--- src/rtl/map_table_if.sv ---
// Dispatch-stage rename bus between the dispatch logic (master) and the map table (slave).
// Valid-only handshake: D_en_k, cdb_en_k, br_wr_en_k and br_mispredict are qualifiers sampled every cycle; there is no ready/back-pressure, the map answers combinationally in the same cycle.
interface map_table_if;
  logic       D_en_1, D_en_2;
  logic [4:0] dest_1, dest_2;
  logic [4:0] srcA_1, srcB_1, srcA_2, srcB_2;
  logic [5:0] fl_T_1, fl_T_2;
  logic       cdb_en_1, cdb_en_2;
  logic [5:0] cdb_tag_1, cdb_tag_2;
  logic       br_wr_en_1, br_wr_en_2;
  logic [2:0] br_marker_in_1, br_marker_in_2;
  logic       br_mispredict;
  logic [2:0] br_mispre_marker;
  logic [5:0] tagA_1, tagB_1, tagA_2, tagB_2;
  logic       rdyA_1, rdyB_1, rdyA_2, rdyB_2;
  logic [5:0] Told_1, Told_2;

  modport master (
    output D_en_1, D_en_2, dest_1, dest_2,
    output srcA_1, srcB_1, srcA_2, srcB_2,
    output fl_T_1, fl_T_2,
    output cdb_en_1, cdb_en_2, cdb_tag_1, cdb_tag_2,
    output br_wr_en_1, br_wr_en_2, br_marker_in_1, br_marker_in_2,
    output br_mispredict, br_mispre_marker,
    input  tagA_1, tagB_1, tagA_2, tagB_2,
    input  rdyA_1, rdyB_1, rdyA_2, rdyB_2,
    input  Told_1, Told_2
  );

  modport slave (
    input  D_en_1, D_en_2, dest_1, dest_2,
    input  srcA_1, srcB_1, srcA_2, srcB_2,
    input  fl_T_1, fl_T_2,
    input  cdb_en_1, cdb_en_2, cdb_tag_1, cdb_tag_2,
    input  br_wr_en_1, br_wr_en_2, br_marker_in_1, br_marker_in_2,
    input  br_mispredict, br_mispre_marker,
    output tagA_1, tagB_1, tagA_2, tagB_2,
    output rdyA_1, rdyB_1, rdyA_2, rdyB_2,
    output Told_1, Told_2
  );
endinterface

--- src/rtl/map_table.sv ---
// Two-wide register rename map (32 arch -> 64 phys) with per-physical ready bits and
// marker-indexed branch checkpoints that restore the whole map in one cycle.
module map_table #(
  parameter int         NUM_CKPT = 4,
  parameter logic [5:0] ZERO_TAG = 6'd31
) (
  input logic        clock,
  input logic        reset,
  map_table_if.slave bus
);

  localparam int CKPT_W = $clog2(NUM_CKPT);

  logic [5:0]  map_q   [32];
  logic [63:0] ready_q;
  logic [5:0]  ckpt_q  [NUM_CKPT][32];

  logic [5:0]  map_mid [32];
  logic [5:0]  map_all [32];
  logic [5:0]  map_d   [32];
  logic [63:0] ready_d;

  logic [CKPT_W-1:0] mark_1, mark_2, mark_mis;
  logic              ckpt_wr_1, ckpt_wr_2;
  logic              fwd_a2, fwd_b2, same_dest;
  logic              unused_marker_bits;

  assign mark_1   = bus.br_marker_in_1[CKPT_W-1:0];
  assign mark_2   = bus.br_marker_in_2[CKPT_W-1:0];
  assign mark_mis = bus.br_mispre_marker[CKPT_W-1:0];
  assign unused_marker_bits = ^{bus.br_marker_in_1[2:CKPT_W], bus.br_marker_in_2[2:CKPT_W],
                                bus.br_mispre_marker[2:CKPT_W]};

  // Checkpoint writes are dropped when both slots claim one, or when a restore is in flight.
  assign ckpt_wr_1 = bus.br_wr_en_1 && !bus.br_wr_en_2 && !bus.br_mispredict;
  assign ckpt_wr_2 = bus.br_wr_en_2 && !bus.br_wr_en_1 && !bus.br_mispredict;

  // Ready with same-cycle CDB bypass; the zero register's tag is always available.
  function automatic logic tag_ready(input logic [5:0]  tag,
                                     input logic [63:0] rdy_vec,
                                     input logic        c_en_1,
                                     input logic [5:0]  c_tag_1,
                                     input logic        c_en_2,
                                     input logic [5:0]  c_tag_2);
    return rdy_vec[tag] || (c_en_1 && (c_tag_1 == tag)) || (c_en_2 && (c_tag_2 == tag))
           || (tag == ZERO_TAG);
  endfunction

  // Slot 2 sees slot 1's new mapping before it reaches the table.
  assign fwd_a2    = bus.D_en_1 && (bus.srcA_2 == bus.dest_1);
  assign fwd_b2    = bus.D_en_1 && (bus.srcB_2 == bus.dest_1);
  assign same_dest = bus.D_en_1 && (bus.dest_2 == bus.dest_1);

  assign bus.tagA_1 = map_q[bus.srcA_1];
  assign bus.tagB_1 = map_q[bus.srcB_1];
  assign bus.tagA_2 = fwd_a2 ? bus.fl_T_1 : map_q[bus.srcA_2];
  assign bus.tagB_2 = fwd_b2 ? bus.fl_T_1 : map_q[bus.srcB_2];

  assign bus.rdyA_1 = tag_ready(bus.tagA_1, ready_q, bus.cdb_en_1, bus.cdb_tag_1,
                                bus.cdb_en_2, bus.cdb_tag_2);
  assign bus.rdyB_1 = tag_ready(bus.tagB_1, ready_q, bus.cdb_en_1, bus.cdb_tag_1,
                                bus.cdb_en_2, bus.cdb_tag_2);
  assign bus.rdyA_2 = !fwd_a2 && tag_ready(bus.tagA_2, ready_q, bus.cdb_en_1, bus.cdb_tag_1,
                                           bus.cdb_en_2, bus.cdb_tag_2);
  assign bus.rdyB_2 = !fwd_b2 && tag_ready(bus.tagB_2, ready_q, bus.cdb_en_1, bus.cdb_tag_1,
                                           bus.cdb_en_2, bus.cdb_tag_2);

  assign bus.Told_1 = bus.D_en_1 ? map_q[bus.dest_1] : ZERO_TAG;
  assign bus.Told_2 = !bus.D_en_2 ? ZERO_TAG :
                      same_dest   ? bus.fl_T_1 : map_q[bus.dest_2];

  // Next map: slot 1 then slot 2 (slot 2 wins on equal dest); a restore replaces everything.
  always_comb begin
    map_mid = map_q;
    if (bus.D_en_1) map_mid[bus.dest_1] = bus.fl_T_1;
    map_all = map_mid;
    if (bus.D_en_2) map_all[bus.dest_2] = bus.fl_T_2;
    map_d = map_all;
    if (bus.br_mispredict) map_d = ckpt_q[mark_mis];
  end

  // CDB sets first so a same-cycle dispatch clear of the same tag wins.
  always_comb begin
    ready_d = ready_q;
    if (bus.cdb_en_1) ready_d[bus.cdb_tag_1] = 1'b1;
    if (bus.cdb_en_2) ready_d[bus.cdb_tag_2] = 1'b1;
    if (!bus.br_mispredict) begin
      if (bus.D_en_1) ready_d[bus.fl_T_1] = 1'b0;
      if (bus.D_en_2) ready_d[bus.fl_T_2] = 1'b0;
    end
    ready_d[ZERO_TAG] = 1'b1;
  end

  always_ff @(posedge clock) begin
    if (reset) begin
      for (int i = 0; i < 32; i++) map_q[i] <= 6'(i);
      ready_q <= '1;
      for (int c = 0; c < NUM_CKPT; c++)
        for (int i = 0; i < 32; i++) ckpt_q[c][i] <= 6'(i);
    end else begin
      map_q   <= map_d;
      ready_q <= ready_d;
      if (ckpt_wr_1) ckpt_q[mark_1] <= map_mid;
      if (ckpt_wr_2) ckpt_q[mark_2] <= map_all;
    end
  end

endmodule

--- src/flat_wrapper.sv ---
// flat-port wrapper written by rule: the top's interface ports become plain ports
module map_table_flat 
#(
  parameter int         NUM_CKPT = 4,
  parameter logic [5:0] ZERO_TAG = 6'd31
)
  (clock, reset, bus_D_en_1, bus_D_en_2, bus_dest_1, bus_dest_2, bus_srcA_1, bus_srcB_1, bus_srcA_2, bus_srcB_2, bus_fl_T_1, bus_fl_T_2, bus_cdb_en_1, bus_cdb_en_2, bus_cdb_tag_1, bus_cdb_tag_2, bus_br_wr_en_1, bus_br_wr_en_2, bus_br_marker_in_1, bus_br_marker_in_2, bus_br_mispredict, bus_br_mispre_marker, bus_tagA_1, bus_tagB_1, bus_tagA_2, bus_tagB_2, bus_rdyA_1, bus_rdyB_1, bus_rdyA_2, bus_rdyB_2, bus_Told_1, bus_Told_2);
  map_table_if bus_i ();
  input logic clock;
  input logic reset;
  input wire logic [$bits(bus_i.D_en_1)-1:0] bus_D_en_1;
  input wire logic [$bits(bus_i.D_en_2)-1:0] bus_D_en_2;
  input wire logic [$bits(bus_i.dest_1)-1:0] bus_dest_1;
  input wire logic [$bits(bus_i.dest_2)-1:0] bus_dest_2;
  input wire logic [$bits(bus_i.srcA_1)-1:0] bus_srcA_1;
  input wire logic [$bits(bus_i.srcB_1)-1:0] bus_srcB_1;
  input wire logic [$bits(bus_i.srcA_2)-1:0] bus_srcA_2;
  input wire logic [$bits(bus_i.srcB_2)-1:0] bus_srcB_2;
  input wire logic [$bits(bus_i.fl_T_1)-1:0] bus_fl_T_1;
  input wire logic [$bits(bus_i.fl_T_2)-1:0] bus_fl_T_2;
  input wire logic [$bits(bus_i.cdb_en_1)-1:0] bus_cdb_en_1;
  input wire logic [$bits(bus_i.cdb_en_2)-1:0] bus_cdb_en_2;
  input wire logic [$bits(bus_i.cdb_tag_1)-1:0] bus_cdb_tag_1;
  input wire logic [$bits(bus_i.cdb_tag_2)-1:0] bus_cdb_tag_2;
  input wire logic [$bits(bus_i.br_wr_en_1)-1:0] bus_br_wr_en_1;
  input wire logic [$bits(bus_i.br_wr_en_2)-1:0] bus_br_wr_en_2;
  input wire logic [$bits(bus_i.br_marker_in_1)-1:0] bus_br_marker_in_1;
  input wire logic [$bits(bus_i.br_marker_in_2)-1:0] bus_br_marker_in_2;
  input wire logic [$bits(bus_i.br_mispredict)-1:0] bus_br_mispredict;
  input wire logic [$bits(bus_i.br_mispre_marker)-1:0] bus_br_mispre_marker;
  output wire logic [$bits(bus_i.tagA_1)-1:0] bus_tagA_1;
  output wire logic [$bits(bus_i.tagB_1)-1:0] bus_tagB_1;
  output wire logic [$bits(bus_i.tagA_2)-1:0] bus_tagA_2;
  output wire logic [$bits(bus_i.tagB_2)-1:0] bus_tagB_2;
  output wire logic [$bits(bus_i.rdyA_1)-1:0] bus_rdyA_1;
  output wire logic [$bits(bus_i.rdyB_1)-1:0] bus_rdyB_1;
  output wire logic [$bits(bus_i.rdyA_2)-1:0] bus_rdyA_2;
  output wire logic [$bits(bus_i.rdyB_2)-1:0] bus_rdyB_2;
  output wire logic [$bits(bus_i.Told_1)-1:0] bus_Told_1;
  output wire logic [$bits(bus_i.Told_2)-1:0] bus_Told_2;
  assign bus_i.D_en_1 = bus_D_en_1;
  assign bus_i.D_en_2 = bus_D_en_2;
  assign bus_i.dest_1 = bus_dest_1;
  assign bus_i.dest_2 = bus_dest_2;
  assign bus_i.srcA_1 = bus_srcA_1;
  assign bus_i.srcB_1 = bus_srcB_1;
  assign bus_i.srcA_2 = bus_srcA_2;
  assign bus_i.srcB_2 = bus_srcB_2;
  assign bus_i.fl_T_1 = bus_fl_T_1;
  assign bus_i.fl_T_2 = bus_fl_T_2;
  assign bus_i.cdb_en_1 = bus_cdb_en_1;
  assign bus_i.cdb_en_2 = bus_cdb_en_2;
  assign bus_i.cdb_tag_1 = bus_cdb_tag_1;
  assign bus_i.cdb_tag_2 = bus_cdb_tag_2;
  assign bus_i.br_wr_en_1 = bus_br_wr_en_1;
  assign bus_i.br_wr_en_2 = bus_br_wr_en_2;
  assign bus_i.br_marker_in_1 = bus_br_marker_in_1;
  assign bus_i.br_marker_in_2 = bus_br_marker_in_2;
  assign bus_i.br_mispredict = bus_br_mispredict;
  assign bus_i.br_mispre_marker = bus_br_mispre_marker;
  assign bus_tagA_1 = bus_i.tagA_1;
  assign bus_tagB_1 = bus_i.tagB_1;
  assign bus_tagA_2 = bus_i.tagA_2;
  assign bus_tagB_2 = bus_i.tagB_2;
  assign bus_rdyA_1 = bus_i.rdyA_1;
  assign bus_rdyB_1 = bus_i.rdyB_1;
  assign bus_rdyA_2 = bus_i.rdyA_2;
  assign bus_rdyB_2 = bus_i.rdyB_2;
  assign bus_Told_1 = bus_i.Told_1;
  assign bus_Told_2 = bus_i.Told_2;
  map_table #(.NUM_CKPT(NUM_CKPT), .ZERO_TAG(ZERO_TAG)) u_core (.clock(clock), .reset(reset), .bus(bus_i));
endmodule
--- config.mk ---
export PLATFORM = sky130hd
export DESIGN_NAME = map_table_flat
export DESIGN_NICKNAME = d
export VERILOG_FILES = /design/src/rtl/map_table_if.sv /design/src/rtl/map_table.sv /design/src/flat_wrapper.sv
export SDC_FILE = /design/constraint.sdc
export NUM_CORES = 2
export LEC_CHECK = 0
export BUFFER_PORTS_ARGS = -buffer_cell sky130_fd_sc_hd__buf_4
export CAP_MARGIN = 20
export CORE_MARGIN = 1.5
export CORE_UTILIZATION = 60
export CTS_BUF_LIST = sky130_fd_sc_hd__clkbuf_2 sky130_fd_sc_hd__clkbuf_4 sky130_fd_sc_hd__clkbuf_8
export CTS_CLUSTER_SIZE = 12
export DETAILED_ROUTE_END_ITERATION = 10
export HOLD_SLACK_MARGIN = 0.03
export PLACE_DENSITY = 0.77
export SETUP_SLACK_MARGIN = 0.5
export SYNTH_ARGS = -nofsm -noshare
export SYNTH_HDL_FRONTEND = slang
export SYNTH_SLANG_ARGS = --single-unit
export TNS_END_PERCENT = 5
--- constraint.sdc ---
create_clock -name clock -period 9.4 [get_ports clock]
set_clock_uncertainty 0.2 [all_clocks]
set_input_delay 0.94 -clock clock [delete_from_list [all_inputs] [get_ports clock]]
set_output_delay 0.94 -clock clock [all_outputs]
set_load 0.005 [all_outputs]
# [Yosys cells after proc, flatten, opt, wreduce, memory -nomap -nowiden]
# Memory sizes are Yosys's and may differ from the RTL's.
# Cells that the tools add are included.
# Widths: inputs -> output; s select.
[classes] n_eq_ne=15 bitwise_logic=12 n_reduce_logical=42 magnitude_cmp=20 muxes=68
[op_table] operator="$mux 192" n=5
[op_table] operator="$bwmux 192" n=2
[op_table] operator="$mux 64" n=6
[op_table] operator="$reduce_or 192->1" n=2
[op_table] operator="$bmux 6 s5" n=6
[op_table] operator="$and 64x64->64" n=2
[op_table] operator="$not 64->64" n=2
[op_table] operator="$or 64x64->64" n=2
[op_table] operator="$mux 6" n=19
[op_table] operator="$demux 6 s5" n=2
[op_table] operator="$lt 6x7->1 const B" n=8
[op_table] operator="$eq 6x6->1" n=8
[op_table] operator="$ge 6x6->1 const B" n=6
[op_table] operator="$not 5->6" n=6
[op_table] operator="$bmux 1 s6" n=4
[op_table] operator="$demux 1 s6" n=4
[op_table] operator="$eq 6x5->1 const B" n=4
[op_table] operator="$ge 6x1->1 const B" n=4
[op_table] operator="$logic_and 1x1->1" n=23
[op_table] operator="$mux 1" n=18
[op_table] operator="$eq 5x5->1" n=3
[op_table] operator="$logic_or 1x1->1" n=12
[op_table] operator="$lt 6x1->1 const B" n=2
[op_table] operator="$logic_not 1->1" n=5
[op_table] operator="$mux 2" n=2
[word_totals] inputBits=72 register_bits=256 wordCells=192 mem_count=1 ramBits=768
[memory_table] memory="u_core.ckpt_q" depth=4 width=192 rd=1 rd_ports_with_merged_regs=0 wr=4 line="map_table.sv:16" source="logic [5:0] ckpt_q [NUM_CKPT][32];"

# [Depth between registers and ports, before layout]
[logic_depth] ltp_word=14 ltp_mapped=15

# [Worst setup path after synthesis]
# No wires, ideal clock.
[synth_timing] path_kind="input to register" from="in bus_br_mispredict" to="mem u_core.ckpt_q[0][0] in the netlist's numbering (enable)" stages=6 path_buffers=2 setup_ps=587 t_arrival_ps=6711 setup_slack_ps=1902 cell_sequence="clkbuf_1 -> nor3_1 -> mux2i_1 -> nand2_1 -> clkbuf_1 -> nand2b_1"
[synth_rtl] item="from (decl)" line="flat_wrapper.sv:29" source="input wire logic [$bits(bus_i.br_mispredict)-1:0] bus_br_mispredict;"
[synth_rtl] item="to (decl)" line="map_table.sv:16"

# [Worst setup path after layout]
[layout_timing] from="in bus_srcA_1[0]" to="out bus_rdyA_1"
[layout_via] elab_chain_len=9 word_cells_on_any_way=14 cone_classes="eq/ne (3); mux (5); bitwise (1); reduce/logical (5)"
[layout_lines] item="from (decl)" line="flat_wrapper.sv:15" source="input wire logic [$bits(bus_i.srcA_1)-1:0] bus_srcA_1;"
[layout_lines] item="$not 5->6 (implied by the code) (*)" line="map_table.sv:54" source="assign bus.tagA_1 = map_q[bus.srcA_1];"
[layout_lines] item="$bmux 6 s5 (*)" line="map_table.sv:54"
[layout_lines] item="$mux 6 (implied by the code) (*) (2 in series)" line="map_table.sv:54"
[layout_lines] item="$bmux 1 s6 or $eq 6x6->1 (tied branches)" line="map_table.sv:45" source="return rdy_vec[tag] || (c_en_1 && (c_tag_1 == tag)) || (c_en_2 && (c_tag_2 == tag))"
[layout_lines] item="$mux 1 (implied by the code) or $logic_and 1x1->1 (tied branches)" line="map_table.sv:45"
[layout_lines] item="$logic_or 1x1->1 (2 in series)" line="map_table.sv:45"
[layout_lines] item="$logic_or 1x1->1 (*)" line="map_table.sv:46" source="|| (tag == ZERO_TAG);"
[layout_lines] item="to (decl)" line="flat_wrapper.sv:35" source="output wire logic [$bits(bus_i.rdyA_1)-1:0] bus_rdyA_1;"
# Every way passes the cells marked *; elsewhere a longest branch is shown, timed or not. The select of a mux whose other input is x is not followed.

==> results.sh <==
export IMPL_cp_max_fo=33
export IMPL_met3_usage_pct=14.20
export IMPL_area_growth_pct=7.894
export IMPL_synth_area_um2=60010
export IMPL_cts_path_max_buffers=3
export IMPL_cts_tree="done"
export IMPL_antenna_found_initial=19
export IMPL_grt_busiest_layer="met2"
export IMPL_postCtsSetupBuffers=0
export IMPL_cp_arrival_ns=5.87
export IMPL_slowest_delay_ns=0.64
export IMPL_dpl_cell_area_um2=61260
export IMPL_met2_usage_pct=60.46
export IMPL_vdd_drop_max_v=0.0001217
export IMPL_grt_pass1_wl_um=314800
export IMPL_cpMaxStageDelayCell="mux2i_2"
export IMPL_final_setup_tns_ns=0
export IMPL_finalCritPeriodShare_pct=74.62
export IMPL_crit_path_frequent_cell="buf_4"
export IMPL_dr_total_vias=48890
export IMPL_grt_setup_unrepaired="false"
export IMPL_clk_latency_ns=0.89
export IMPL_crit_path_end_kind="output pin"
export IMPL_root_buffer="clkbuf_8"
export IMPL_critPathTopFamily="multiplexers"
export IMPL_r2r_start="u_core.map_q[100]"
export IMPL_syn_nets=5410
export IMPL_htreeDepth=4
export IMPL_clk_pin_slew_ns=0.06
export IMPL_hold_viol_final=0
export IMPL_start_util_pct=60.79
export IMPL_hold_class="input port to flop"
export IMPL_grt_overflow_total=0
export IMPL_outcome="finished clean"
export IMPL_clock_fmax_mhz=142.6
export IMPL_synth_distinct_cells=75
export IMPL_io_buffers=108
export IMPL_fin_crit_ns=7.014
export IMPL_netlist_area_leader_share_pct=38.43
export IMPL_fill_cells=7434
export IMPL_synth_edf_count=768
export IMPL_wl_um=216800
export IMPL_drive_above_1_share_pct=19.25
export IMPL_ys_flop_type="edfxtp_1"
export IMPL_p_per_area_nw_per_um2=167.5
export IMPL_worst_path_buf_inv=4
export IMPL_nNetsFinal=5247
export IMPL_grt_use_met1_pct=55.58
export IMPL_dp_hpwl_um=134800
export IMPL_cts_resized=0
export IMPL_worstSetupStartpointType="input port"
export IMPL_drtAntennaViolNets=0
export IMPL_ys_seq_area_share_pct=46.94
export IMPL_rows=115
export IMPL_netlist_top_cell_by_area="edfxtp_1"
export IMPL_wl_per_cell_um=32.78
export IMPL_syn_inst=5338
export IMPL_required_ns=8.26
export IMPL_yosys_warnings=0
export IMPL_drtPass1Iterations=9
export IMPL_hold_start="reset"
export IMPL_slew_headroom_pct=17.66
export IMPL_drt_initial_drc_count=8204
export IMPL_cts_buffers=163
export IMPL_grt_pass1_vias=46690
export IMPL_die_area_um2=101900
export IMPL_drv_cap=0
export IMPL_gp_congestion=1.030
export IMPL_async_flop_share_pct=0
export IMPL_finalInstanceArea_um2=64740
export IMPL_path_class="input port to output pin"
export IMPL_synthTopCellsByArea="edfxtp_1 38%, mux4_2 18%, dfxtp_1 8.5%, mux2i_1 5.8%, nor2_1 5.4%"
export IMPL_io_pins=112
export IMPL_track_usage_pct=42.23
export IMPL_synth_seq_cells=1023
export IMPL_die_h_um=319.2
export IMPL_slew_viol_final=0
export IMPL_avgSynthCellArea_um2=11.24
export IMPL_core_um2=98710
export IMPL_die_w_um=319.2
export IMPL_setup_viol=0
export IMPL_drc=0
export IMPL_worst_slew_pin_slew_ns=1.234
export IMPL_grt_max_degree=211
export IMPL_hold_buffers=0
export IMPL_leakagePower_nw=21.10
export IMPL_crit_path_cell_trace="buf_4 -> buf_4 -> mux4_2 -> mux4_2 -> mux2i_2 -> inv_1 -> nor2_1 -> a22oi_1 -> and3_1 -> a311oi_1 -> a311oi_1 -> a211o_1 -> buf_4"
export IMPL_cts_sinks=1023
export IMPL_via_per_inst=7.394
export IMPL_critPathLaunch="bus_srcA_1[0]"
## cells in the final DEF, fill, tap and decap left out, drive strengths merged, types with 6 or more instances in the layout
master  netlist  layout
a211o        82      82
a211oi      200     200
a21boi        6       6
a21oi       157     157
a221oi        7       7
a22oi       149     149
a31oi        12      12
a32oi         6       6
and2         14      14
and3         20      20
and3b         6       6
buf         114     180
clkbuf      396     267
clkinv        2      29
dfxtp       255     255
diode         0      12
edfxtp      768     768
inv          27      34
mux2         24      24
mux2i       351     351
mux4        490     490
nand2       632     632
nand2b       76      76
nand3        87      87
nand3b       13      13
nand4        28      28
nor2        868     868
nor2b        28      28
nor3         19      19
nor3b        14      14
nor4          7       7
o211ai       11      11
o21ai       215     215
o22ai       132     132
xnor2        38      38
xor2         24      24
## cell type report
class                   instances  area, um^2  share of cell area (%)
multi-input cells            3776       29910                   46.19
flip-flops and latches       1023       28170                   43.50
clock buffers                 265        3147                   4.860
well taps                    1287        1610                   2.487
repair buffers                182        1479                   2.284
clock inverters                38       296.5                  0.4580
inverters                      29       108.9                  0.1681
diodes                         12       30.03                 0.04638
## power by group
part           switching (mW)  internal [mW]  total, mW
Sequential              0.187           4.98       5.17
Clock                    1.85           2.18       4.03
Combinational            1.03          0.612       1.64
## worst register-to-register path, cell delays in order (launching register included)
cell	delay, ns
dfxtp_1	0.83
mux2i_1	0.22
nand2_1	0.10
o21ai_0	0.20
nor2_1	0.17
## sequential cells by signal, indices dropped and copies added, names as in the netlist
name	count
u_core.ckpt_q	768
u_core.map_q	192
u_core.ready_q	63
## per-stage QoR
step	utilization (%)	worst slack (ns)	cells	hold slack, ns	power, mW
after floorplan	-	1.902	5338	0.2877	6.251
after global placement	62.05	2.556	6294	0.3828	6.804
after detailed placement	62.06	2.567	6295	0.3894	6.825
after CTS	65.55	2.520	6598	0.1819	10.78
after global routing	65.59	2.212	6611	0.1950	11.10
final	65.59	2.386	6612	0.2272	10.85
## per-layer routing
layer / vias to the layer above / part of all wire [%]
li1: 20000 / -
met5: - / 0.063
met3: 941 / 16
met1: 23650 / 34
met4: 16 / 7.4
met2: 4280 / 42
## cells in the mapped netlist, types with 25 or more instances
| cell | number |
|---|---|
| xnor2_1 | 38 |
| clkbuf_1 | 395 |
| nor2_1 | 868 |
| a211oi_1 | 200 |
| dfxtp_1 | 255 |
| o21ai_0 | 214 |
| nand3_1 | 87 |
| nor2b_1 | 28 |
| nand2b_1 | 76 |
| buf_2 | 31 |
| o22ai_1 | 132 |
| a211o_1 | 82 |
| nand4_1 | 28 |
| edfxtp_1 | 768 |
| inv_1 | 25 |
| nand2_1 | 632 |
| mux4_2 | 490 |
| mux2i_1 | 347 |
| a22oi_1 | 149 |
| buf_1 | 75 |
| a21oi_1 | 157 |
## logic make-up after synthesis
logic type	Yosys count	synth area share (%)
AO/OA/AOI/OAI	1021	11.23
XOR/XNOR	62	0.9049
buffers and inverters	539	3.495
flip-flops	1023	46.94
multiplexers	865	24.72
AND/OR/NAND/NOR	1828	12.71
## path summary, 6_finish.rpt
path | depth (start not counted) | slack, ns | to
worst max-delay path | 13 | 2.39 | bus_rdyA_1
worst min-delay path | 2 | 0.23 | u_core.map_q[61]
worst max register to register | 4 | 7.54 | u_core.ckpt_q[0][100]
worst min register to register | 2 | 0.39 | u_core.ready_q[60]
(Power assumes the default switching activity.)
